### config.mk
export PLATFORM = sky130hd
export DESIGN_NAME = alpha_run_sequencer
export DESIGN_NICKNAME = d
export VERILOG_FILES = /design/src/rtl/alpha_run_sequencer.sv
export SDC_FILE = /design/constraint.sdc
export NUM_CORES = 1
export LEC_CHECK = 0
export BUFFER_PORTS_ARGS = -buffer_cell sky130_fd_sc_hd__buf_2
export CORE_MARGIN = 4
export CORE_UTILIZATION = 35
export DETAILED_ROUTE_END_ITERATION = 8
export PLACE_DENSITY = 0.62
export SLEW_MARGIN = 20
export SYNTH_ARGS = -nofsm -noshare
export SYNTH_HDL_FRONTEND = slang
export SYNTH_SLANG_ARGS = --single-unit
### constraint.sdc
create_clock -name clock -period 2.6 [get_ports clock]
set_clock_uncertainty 0.1 [all_clocks]
set_input_delay 0 -clock clock [delete_from_list [all_inputs] [get_ports clock]]
set_output_delay 0 -clock clock [all_outputs]
set_load 0.05 [all_outputs]
### src/rtl/alpha_run_sequencer.sv
// Power-up and run sequencer for the ALPHA ASIC: timed startup pulses, arm, then
// periodic triggers gated by readout completion or timeout, with event counters.
module alpha_run_sequencer #(
  parameter int unsigned DELAY3_LOG2   = 26,
  parameter int unsigned DELAY2_LOG2   = 26,
  parameter int unsigned DELAYI2C_LOG2 = 26,
  parameter int unsigned PERIOD_WIDTH  = 24,
  parameter int unsigned TIMEOUT_LOG2  = 20,
  parameter int unsigned COUNT_WIDTH   = 16
) (
  input  logic                    clock,
  input  logic                    reset_n,
  input  logic                    arm,
  input  logic                    abort,
  input  logic [PERIOD_WIDTH-1:0] trigger_period,
  input  logic                    readout_done,
  output logic                    startup_sequence_3,
  output logic                    startup_sequence_2,
  output logic                    start_i2c_transfer,
  output logic                    startup_sequence_1,
  output logic                    trig,
  output logic                    ready,
  output logic                    running,
  output logic [2:0]              state,
  output logic [COUNT_WIDTH-1:0]  trigger_count,
  output logic [COUNT_WIDTH-1:0]  timeout_count
);

  localparam int unsigned MAX_A = (DELAY3_LOG2 > DELAY2_LOG2) ? DELAY3_LOG2 : DELAY2_LOG2;
  localparam int unsigned MAX_B = (DELAYI2C_LOG2 > TIMEOUT_LOG2) ? DELAYI2C_LOG2 : TIMEOUT_LOG2;
  localparam int unsigned MAX_C = (MAX_A > MAX_B) ? MAX_A : MAX_B;
  localparam int unsigned CNT_W = (MAX_C > 0) ? MAX_C : 1;

  // Terminal values: the event fires on the edge where the counter holds 2**L-1.
  localparam logic [CNT_W-1:0] TERM3   = CNT_W'((64'd1 << DELAY3_LOG2) - 64'd1);
  localparam logic [CNT_W-1:0] TERM2   = CNT_W'((64'd1 << DELAY2_LOG2) - 64'd1);
  localparam logic [CNT_W-1:0] TERMI2C = CNT_W'((64'd1 << DELAYI2C_LOG2) - 64'd1);
  localparam logic [CNT_W-1:0] TERMTO  = CNT_W'((64'd1 << TIMEOUT_LOG2) - 64'd1);

  typedef enum logic [2:0] {
    S_DLY3    = 3'd0,
    S_DLY2    = 3'd1,
    S_DLYI2C  = 3'd2,
    S_IDLE    = 3'd3,
    S_WAIT    = 3'd4,
    S_READOUT = 3'd5
  } state_t;

  state_t                  state_q, state_d;
  logic                    started_q, started_d;
  logic [CNT_W-1:0]        cnt_q, cnt_d;
  logic [PERIOD_WIDTH-1:0] wcnt_q, wcnt_d;
  logic [PERIOD_WIDTH-1:0] period_q, period_d;
  logic [COUNT_WIDTH-1:0]  trig_cnt_d, tmo_cnt_d;
  logic                    seq3_d, seq2_d, i2c_d, seq1_d, trig_d, ready_d, running_d;
  logic                    timeout_hit;

  function automatic logic [COUNT_WIDTH-1:0] sat_inc(input logic [COUNT_WIDTH-1:0] v);
    return (&v) ? v : v + COUNT_WIDTH'(1);
  endfunction

  assign state       = state_q;
  assign timeout_hit = (cnt_q == TERMTO);

  // Next-state, counters and output pulses.
  always_comb begin
    state_d    = state_q;
    started_d  = 1'b1;
    cnt_d      = cnt_q + CNT_W'(1);
    wcnt_d     = wcnt_q;
    period_d   = period_q;
    trig_cnt_d = trigger_count;
    tmo_cnt_d  = timeout_count;
    seq3_d     = 1'b0;
    seq2_d     = 1'b0;
    i2c_d      = 1'b0;
    seq1_d     = 1'b0;
    trig_d     = 1'b0;

    case (state_q)
      S_DLY3: begin
        // First edge after reset release is the entry edge and clears the counter.
        if (!started_q) begin
          cnt_d = '0;
        end else if (cnt_q == TERM3) begin
          seq3_d  = 1'b1;
          cnt_d   = '0;
          state_d = S_DLY2;
        end
      end
      S_DLY2: begin
        if (cnt_q == TERM2) begin
          seq2_d  = 1'b1;
          cnt_d   = '0;
          state_d = S_DLYI2C;
        end
      end
      S_DLYI2C: begin
        if (cnt_q == TERMI2C) begin
          i2c_d   = 1'b1;
          cnt_d   = '0;
          state_d = S_IDLE;
        end
      end
      S_IDLE: begin
        cnt_d = '0;
        if (arm) begin
          seq1_d     = 1'b1;
          trig_cnt_d = '0;
          tmo_cnt_d  = '0;
          period_d   = trigger_period;
          wcnt_d     = trigger_period;
          state_d    = S_WAIT;
        end
      end
      S_WAIT: begin
        cnt_d = '0;
        if (abort) begin
          state_d = S_IDLE;
        end else if (wcnt_q <= PERIOD_WIDTH'(1)) begin
          trig_d  = 1'b1;
          state_d = S_READOUT;
        end else begin
          wcnt_d = wcnt_q - PERIOD_WIDTH'(1);
        end
      end
      S_READOUT: begin
        // readout_done takes priority over a coincident timeout.
        if (readout_done) begin
          trig_cnt_d = sat_inc(trigger_count);
        end else if (timeout_hit) begin
          tmo_cnt_d = sat_inc(timeout_count);
        end
        if (abort) begin
          cnt_d   = '0;
          state_d = S_IDLE;
        end else if (readout_done || timeout_hit) begin
          cnt_d = '0;
          if (period_q == '0) begin
            state_d = S_IDLE;
          end else begin
            period_d = trigger_period;
            wcnt_d   = trigger_period;
            state_d  = S_WAIT;
          end
        end
      end
      default: begin
        cnt_d   = '0;
        state_d = S_IDLE;
      end
    endcase

    ready_d   = (state_d == S_IDLE);
    running_d = (state_d == S_WAIT) || (state_d == S_READOUT);
  end

  // State, counter and output registers.
  always_ff @(posedge clock or negedge reset_n) begin
    if (!reset_n) begin
      state_q            <= S_DLY3;
      started_q          <= 1'b0;
      cnt_q              <= '0;
      wcnt_q             <= '0;
      period_q           <= '0;
      startup_sequence_3 <= 1'b0;
      startup_sequence_2 <= 1'b0;
      start_i2c_transfer <= 1'b0;
      startup_sequence_1 <= 1'b0;
      trig               <= 1'b0;
      ready              <= 1'b0;
      running            <= 1'b0;
      trigger_count      <= '0;
      timeout_count      <= '0;
    end else begin
      state_q            <= state_d;
      started_q          <= started_d;
      cnt_q              <= cnt_d;
      wcnt_q             <= wcnt_d;
      period_q           <= period_d;
      startup_sequence_3 <= seq3_d;
      startup_sequence_2 <= seq2_d;
      start_i2c_transfer <= i2c_d;
      startup_sequence_1 <= seq1_d;
      trig               <= trig_d;
      ready              <= ready_d;
      running            <= running_d;
      trigger_count      <= trig_cnt_d;
      timeout_count      <= tmo_cnt_d;
    end
  end

endmodule
# Word-level counts from Yosys, hierarchy flattened

Index checks and enable logic that the tools add are counted.
Widths: inputs -> output; s select.

$add $sub $neg: 4
$lt $le $gt $ge: 1
Equal/unequal tests: 21
Multiplexer cells: 42
Reduce and logical (&&, ||, !) cells: 13

Operator list:

| operator              | number |
|---|---|
| $mux 24               | 6 |
| $mux 26               | 4 |
| $mux 16               | 6 |
| $pmux 26 s3           | 1 |
| $pmux 24 s3           | 1 |
| $pmux 16 s2           | 2 |
| $pmux 24 s2           | 1 |
| $add 16x1->16 const B | 2 |
| $reduce_and 16->1     | 2 |
| $mux 3                | 10 |
| $add 26x1->26 const B | 1 |
| $eq 26x20->1 const B  | 1 |
| $eq 26x26->1 const B  | 1 |
| $le 24x1->1 const B   | 1 |
| $logic_not 24->1      | 1 |
| $sub 24x1->24 const B | 1 |
| $ne 2x2->1 const B    | 11 |
| $pmux 3 s6            | 1 |
| $eq 3x3->1 const B    | 4 |
| $mux 1                | 10 |
| $reduce_and 5->1      | 2 |
| $eq 3x2->1 const B    | 3 |
| $reduce_and 7->1      | 1 |
| $reduce_and 4->1      | 1 |
| other kinds (6)       | 7 |

Bits in registers: 117
Output and inout port bits: 42
Word-level logic and storage cells: 95

# Longest topological paths before layout

Gate-level depths: netlist of run 1.

Depth after elaboration: 7
Depth in mapped cells: 10
Gate-level depth less buffers: 8

# Worst setup path before layout of run 1

No wires, ideal clock.

Kind: register to register
Start point: register state_q[2] (netlist: state[2])
End point: register trigger_count[8]
Library setup time: 0.132 ns
Arrival time: 2.399 ns
Data required time: 2.368 ns
Slack: -0.031 ns
Stages on the path, launching flop included: 11
Buffers on the path: 2
Clock period less this slack: 2.631 ns
Cells stage by stage: dfrtp_1 > nand3b_1 > or2_2 > buf_2 > inv_1 > or4b_1 > o211a_1 > buf_2 > nand4_1 > xor2_1 > nor2_1

Longest elaborated chain between the ends: 3

RTL lines:

| item                                                                    | RTL line | RTL |
|---|---|---|
| from (decl)                                                             | 49       | `state_t state_q, state_d;` |
| from (signal assigned)                                                  | 176      | `state_q <= state_d;` |
| $eq 3x3->1 / $eq 3x2->1 (equally long branches)                         | 80       | `case (state_q)` |
| $ne 2x2->1 (no source line) / $reduce_bool 2->1 (equally long branches) | n/a      |  |
| $reduce_and 4->1 (no source line)                                       | n/a      |  |
| to (signal assigned)                                                    | 188      | `trigger_count <= trig_cnt_d;` |
| to (decl)                                                               | 25       | `output logic [COUNT_WIDTH-1:0] trigger_count,` |

Several ways; a longest one is shown, not always the timed one.
A chain may end at the register's enable or synchronous reset.

# Final worst setup path of run 1

Start point: register wcnt_q[6]
End point: register wcnt_q[18]

Longest elaborated chain between the ends: 4

RTL lines:

| item                   | RTL line | RTL |
|---|---|---|
| from (decl)            | 52       | `logic [PERIOD_WIDTH-1:0] wcnt_q, wcnt_d;` |
| from (signal assigned) | 179      | `wcnt_q <= wcnt_d;` |
| $sub 24x1->24          | 124      | `wcnt_d = wcnt_q - PERIOD_WIDTH'(1);` |
| $mux 24                | 120      | `end else if (wcnt_q <= PERIOD_WIDTH'(1)) begin` |
| $mux 24                | 118      | `if (abort) begin` |
| $pmux 24 s3            | 80       |  |

Several ways; a longest one is shown, not always the timed one. The select of a mux whose other input is x is not followed.

==> flow_summary.json, run 1 <==
{
  "ir_worst_vdd_mv": 0.437,
  "p_per_area_mw_per_mm2": 841,
  "grt_overflow": 0,
  "slew_violations": 0,
  "avgSynthCellArea_sq_um": 9.92,
  "track_usage": 0.161,
  "final_core_util": 0.458,
  "hp-class": "in -> async",
  "port-buffer-count": 70,
  "start_util": 0.357,
  "core_sq_mm": 0.0173,
  "cts_tree": "yes",
  "dr_wl_met3_microns": 704,
  "synthToLayoutAreaGrowth_pct": 28.3,
  "syn_nets": 657,
  "die_y_microns": 141,
  "cts_made_buffers": 17,
  "clock_latency_ns": 0.42,
  "io_pins": 71,
  "syn_inst": 623,
  "hold_violations": 0,
  "nets": 783,
  "antenna_found_initial": 0,
  "multi_input_area_sq_mm": 0.00302,
  "cp-start-kind": "flop",
  "setup-violations-final": 0,
  "pwr-share-comb": 0.229,
  "p_seq_frac": 0.382,
  "drive_above_1_share": 0.249,
  "dp.cells": 927,
  "reg2reg_depth": 5,
  "top_layer": "met4",
  "final_area_sq_mm": 0.00793,
  "ys_ff_latch": 117,
  "placed_cell_area_sq_mm": 0.00697,
  "p_switching_w": 0.00199,
  "ys_seq_area_frac": 0.474,
  "regArea_sq_mm": 0.00293,
  "dp_hpwl_microns": 10400,
  "fill_cells": 1618,
  "grt_first_pass_wirelength_microns": 25800,
  "clockRootBuffer": "clkbuf_16",
  "post-place-ws_ns": 0.0766,
  "via_per_inst": 5.28,
  "grt_max_degree": 118,
  "synth_flop_cell": "dfrtp_1",
  "htreeDepth": 4,
  "vias": 5208,
  "worst_pin_slew_ns": 0.737,
  "antenna-diode-count": 0,
  "avgRoutedWirePerCell_microns": 15.9,
  "cap_violations": 0,
  "ys_types": 71,
  "first_global_vias": 5098,
  "wl_met1_microns": 7300,
  "drtPass1Iterations": 6,
  "critPathKind": "reg -> reg",
  "num_rows": 48,
  "max_clock_freq_mhz": 410,
  "ant_nets": 0,
  "post-route-min-period_ns": 2.44,
  "hold_slack_ns": 0.0502,
  "crit_fanout": 7,
  "power.internal_w": 0.00467,
  "gp_routability_congestion": 0.822,
  "clk_pin_slew_ns": 0.06,
  "worstPathArrival_ns": 2.68,
  "drt_iter0_markers": 396,
  "yosys_warnings": 0,
  "clockBufferDepth": 2,
  "instances_no_fill": 987,
  "end_kind": "flop",
  "swShare": 0.299,
  "run_status": "completed",
  "wl_microns": 15700,
  "synth_area_sq_mm": 0.00618,
  "fin_ws_ns": 0.163,
  "wl_met2_microns": 7350,
  "post-route-period-util": 0.937,
  "synth-async-reset-ratio": 1.00,
  "drc": 0,
  "die_w_microns": 141,
  "p_leak_nw": 3.61,
  "fp.dieArea_sq_mm": 0.0199,
  "clkPwrFrac": 0.389,
  "synth_enable_flop_cells": 0,
  "cts.sinks": 117,
  "max-slew-margin-rel": 0.508,
  "required_ns": 2.84
}
power by group through the flow:
stage               sequential (W)  combinational, W  clock [W]
detailed placement         0.00255           0.00148          0
finish                     0.00255           0.00152    0.00260
floorplan                  0.00256          0.000978          0
global route               0.00260           0.00168    0.00274
CTS                        0.00254           0.00151    0.00265
global placement           0.00256           0.00144          0
worst max-delay path, cell delays in order (launching register included):
cell	delay, ns
dfrtp_1	0.45
or4_1	0.62
or3_1	0.46
nor3_1	0.44
a22oi_1	0.14
o21ai_1	0.15
layer usage:
layer	track usage	vias up
li1	-	2502
met1	0.216	2516
met2	0.256	152
met3	0.0315	38
met4	0.0673	0
met5	0	-
layout make-up:
| type | count | share of cell area |
|---|---|---|
| inverter | 12 | 0.00568 |
| clock buffer | 19 | 0.0571 |
| timing repair buffer | 138 | 0.126 |
| tap | 225 | 0.0355 |
| sequential | 117 | 0.369 |
| clock inverter | 13 | 0.0256 |
| multi-input combinational | 463 | 0.381 |
worst paths after layout:
kind	from	endpoint	slack (ns)
hold reg to reg	cnt_q[0]	cnt_q[0]	0.39
max in group asynchronous	reset_n	state[2]	1.71
setup / recovery	wcnt_q[6]	wcnt_q[18]	0.16
hold / removal	reset_n	period_q[18]	0.05
setup reg to reg	wcnt_q[6]	wcnt_q[18]	0.16
min in group clock	arm	trigger_count[5]	0.06
state kept, by name, indices dropped and copies added (netlist names), 3 cells and up:
register,cells
cnt_q,26
period_q,24
timeout_count,16
wcnt_q,24
trigger_count,16
state,3
timing repair:
item / in CTS / in global routing
endpoints found under the hold margin: 169 / 0
hold buffers: 26 / 0
setup buffers: 0 / 1
resized for setup: 0 / 1
endpoints found under the setup margin: 0 / 7
cell usage in the layout (no fill, tap or decap), types with 10 or more instances in the layout:
cell type	instances
a21oi_1	25
buf_2	69
buf_4	38
clkbuf_16	18
dfrtp_1	116
dlygate4sd3_1	26
inv_1	12
mux2_4	20
nand2_1	42
nand3_1	23
nand4_1	20
nor2_1	92
nor3_1	14
nor4_1	13
o21ai_0	32
o31ai_1	19
or3_1	10
xnor2_1	11
xor2_1	32
synth_stat cells, types with 3 or more instances:
cell type	n	area (sq um)
nor4_1	14	87.6
mux2i_1	4	40.0
a31oi_1	5	31.3
or3_1	10	62.6
o21ai_0	32	160
nand3b_1	3	22.5
nand2b_1	4	25.0
o31ai_1	19	143
mux2_4	20	300
clkbuf_1	17	63.8
nand3_1	23	115
and2_1	4	25.0
dfrtp_1	117	2930
o31a_1	4	35.0
and4_1	3	26.3
xor2_1	32	280
and3_1	8	50.1
buf_2	8	40.0
or2_2	4	25.0
nand2_1	42	158
o21ai_1	5	25.0
a22oi_1	7	52.6
nand4_1	20	125
ha_1	5	62.6
or4_1	4	30.0
nor3_1	14	70.1
mux2_2	5	56.3
inv_1	12	45.0
a21oi_1	25	125
nor2_1	92	345
o22ai_1	3	18.8
xnor2_1	11	96.3
stage by stage:
stage | setup TNS (ns) | power, W
after global routing | -0.00268 | 0.00702
after floorplan | 0 | 0.00354
after global placement | 0 | 0.00400
after CTS | 0 | 0.00670
after detailed placement | 0 | 0.00403
final | 0 | 0.00667
kinds of logic (layout without fill, tap and decap cells):
group / count (synthesis) / after routing / share of synthesized area
compound gates: 122 / 122 / 0.135
buf+inv: 43 / 182 / 0.0387
mux: 29 / 29 / 0.0642
fa+ha+maj: 5 / 5 / 0.0101
xor+xnor: 43 / 43 / 0.0609
simple gates: 263 / 263 / 0.217
flops: 117 / 117 / 0.474
other cells: 1 / 1 / 0.000607
Power figures use the tool's default switching activity.
==> run 2: changes to the inputs <==
--- a/config.mk
+++ b/config.mk
@@ -6,6 +6,7 @@
 export NUM_CORES = 1
 export LEC_CHECK = 0
 export BUFFER_PORTS_ARGS = -buffer_cell sky130_fd_sc_hd__buf_2
+export CORE_ASPECT_RATIO = 0.5
 export CORE_MARGIN = 4
 export CORE_UTILIZATION = 35
 export DETAILED_ROUTE_END_ITERATION = 8
==> constraint.sdc (replaced) <==
create_clock -name clock -period 2.6 [get_ports clock]
set_clock_uncertainty 0.1 [all_clocks]
set_input_delay 0.26 -clock clock [delete_from_list [all_inputs] [get_ports clock]]
set_output_delay 0.26 -clock clock [all_outputs]
set_load 0.05 [all_outputs]
==> flow_summary.json, run 2 (synthesis results as in run 1) <==
{
  "max-slew-margin-rel": 0.616,
  "first_global_vias": 4988,
  "clockRootBuffer": "clkbuf_16",
  "instances_no_fill": 988,
  "gp_routability_congestion": 0.812,
  "track_usage": 0.155,
  "reg2reg_from": "wcnt_q[7]",
  "nets": 775,
  "worst_pin_slew_ns": 0.561,
  "grt_overflow": 0,
  "top_usage_layer": "met2",
  "via_per_inst": 5.14,
  "largestRegisters": "cnt_q: 26 flops, period_q: 24 flops, wcnt_q: 24 flops",
  "worstPathArrival_ns": 2.67,
  "io_pins": 71,
  "die_y_microns": 102,
  "min_from": "trigger_period[6]",
  "grt_max_degree": 54,
  "port-buffer-count": 70,
  "end_kind": "flop",
  "drtPass1Iterations": 5,
  "synthToLayoutAreaGrowth_pct": 26.3,
  "antenna-diode-count": 0,
  "clock_latency_ns": 0.41,
  "post-route-period-util": 0.942,
  "start_util": 0.356,
  "required_ns": 2.83,
  "path_common_cell": "buf_4",
  "critPathLaunch": "wcnt_q[7]",
  "grt_use_met3": 0.0375,
  "cts_made_buffers": 17,
  "drive_above_1_share": 0.261,
  "fp.dieArea_sq_mm": 0.0200,
  "clk_pin_slew_ns": 0.06,
  "path_cells": "or4_1 -> nor3b_4 -> nand3_1 -> buf_4 -> nand2_1 -> buf_4 -> a211oi_1 -> o22ai_1",
  "cts.sinks": 117,
  "ir_worst_vdd_mv": 0.444,
  "cp_slowest_cell": "or4_1",
  "slowest_delay_ns": 0.66,
  "die_w_microns": 196,
  "post-route-min-period_ns": 2.45,
  "dp.cells": 939,
  "cp-start-kind": "flop",
  "largest_reg_flops": 26,
  "slew_violations": 0,
  "final_cell_mix": "dfrtp_1 (116), nor2_1 (92), buf_2 (69)",
  "vias": 5081,
  "antenna_found_initial": 0,
  "hold_violations": 0,
  "clockBufferDepth": 2,
  "wl_microns": 15400,
  "core_sq_mm": 0.0174,
  "hp-class": "in -> reg",
  "fin_tns_setup_ns": 0,
  "drt_iter0_markers": 305,
  "p_per_area_mw_per_mm2": 834,
  "cap_violations": 0,
  "max_clock_freq_mhz": 408,
  "ant_nets": 0,
  "p_leak_nw": 3.56,
  "final_common_cell": "dfrtp_1",
  "met2_usage": 0.249,
  "num_rows": 34,
  "critPathKind": "reg -> reg",
  "cts_tree": "yes",
  "largest_register": "cnt_q",
  "use_met1": 0.210,
  "drc": 0,
  "grt_first_pass_wirelength_microns": 25100,
  "avgRoutedWirePerCell_microns": 15.6,
  "dp_hpwl_microns": 10800,
  "htreeDepth": 4,
  "setup-violations-final": 0,
  "crit_fanout": 9,
  "run_status": "completed"
}
-- run 2: cell count changes in the layout (fill, tap and decap cells not counted), sizes merged --
cell / previous run / this run
dlygate4sd3: 26 / 12
buf: 111 / 117
bufinv: 5 / 3
clkinv: 5 / 6
clkinvlp: 2 / 3
-- run 2: final cells by class --
class,instances,area (sq um)
Fill cell,1623,9550
Timing Repair Buffer,130,882
Clock inverter,13,174
Tap cell,234,293
Inverter,12,45.0
Sequential cell,117,2930
Multi-Input combinational cell,463,3030
Clock buffer,19,453
-- run 2: what timing repair did --
item                       CTS  global route
buffers inserted             0             4
hold endpoints to repair    48             1
setup endpoints to repair    0            42
hold buffers                11             1
gates resized for setup      0             7
-- run 2: worst max-delay path, delay by kind of cell (launching register included) --
kind	cells	cell delay, ns
compound gates	2	0.23
buf+inv	2	0.37
flops	1	0.42
simple gates	4	1.25
-- run 2: through the flow --
step	hold WS [ns]	instance area, sq um	util	power (W)	setup WS [ns]
6_report	0.0108	7810	0.450	0.00651	0.152
5_1_grt	0.0000367	7810	0.450	0.00685	-0.00504
4_1_cts	0.00298	7730	0.446	0.00654	0.0376
3_5_place_dp	0.0729	7000	0.403	0.00405	0.0532
3_3_place_gp	0.0726	7000	0.403	0.00399	0.0750
2_1_floorplan	-0.136	6180	-	0.00354	0.0452
-- run 2: where the power goes --
part	leakage, nW	internal (W)	switching (W)	total [W]
clock	0.296	0.00157	0.000876	0.00244
combinational	1.71	0.000719	0.000806	0.00153
sequential	1.56	0.00221	0.000328	0.00254
-- run 2: worst paths after layout --
path	end	slack, ns	depth (start not counted)
max	wcnt_q[0]	0.15	8
min	period_q[6]	0.01	2
max reg2reg	wcnt_q[0]	0.15	8
min reg2reg	cnt_q[0]	0.38	1
max in group asynchronous	cnt_q[25]	1.36	3
min in group asynchronous	trigger_count[11]	0.18	2
-- run 2: per-layer routing --
metal  part of all wire  vias to the layer above  wire [microns]
li1                   -                     2482               -
met1               0.49                     2478            7490
met2               0.46                      102            7050
met3              0.040                       19             617
met4              0.017                        0             261
met5                  0                        -               0
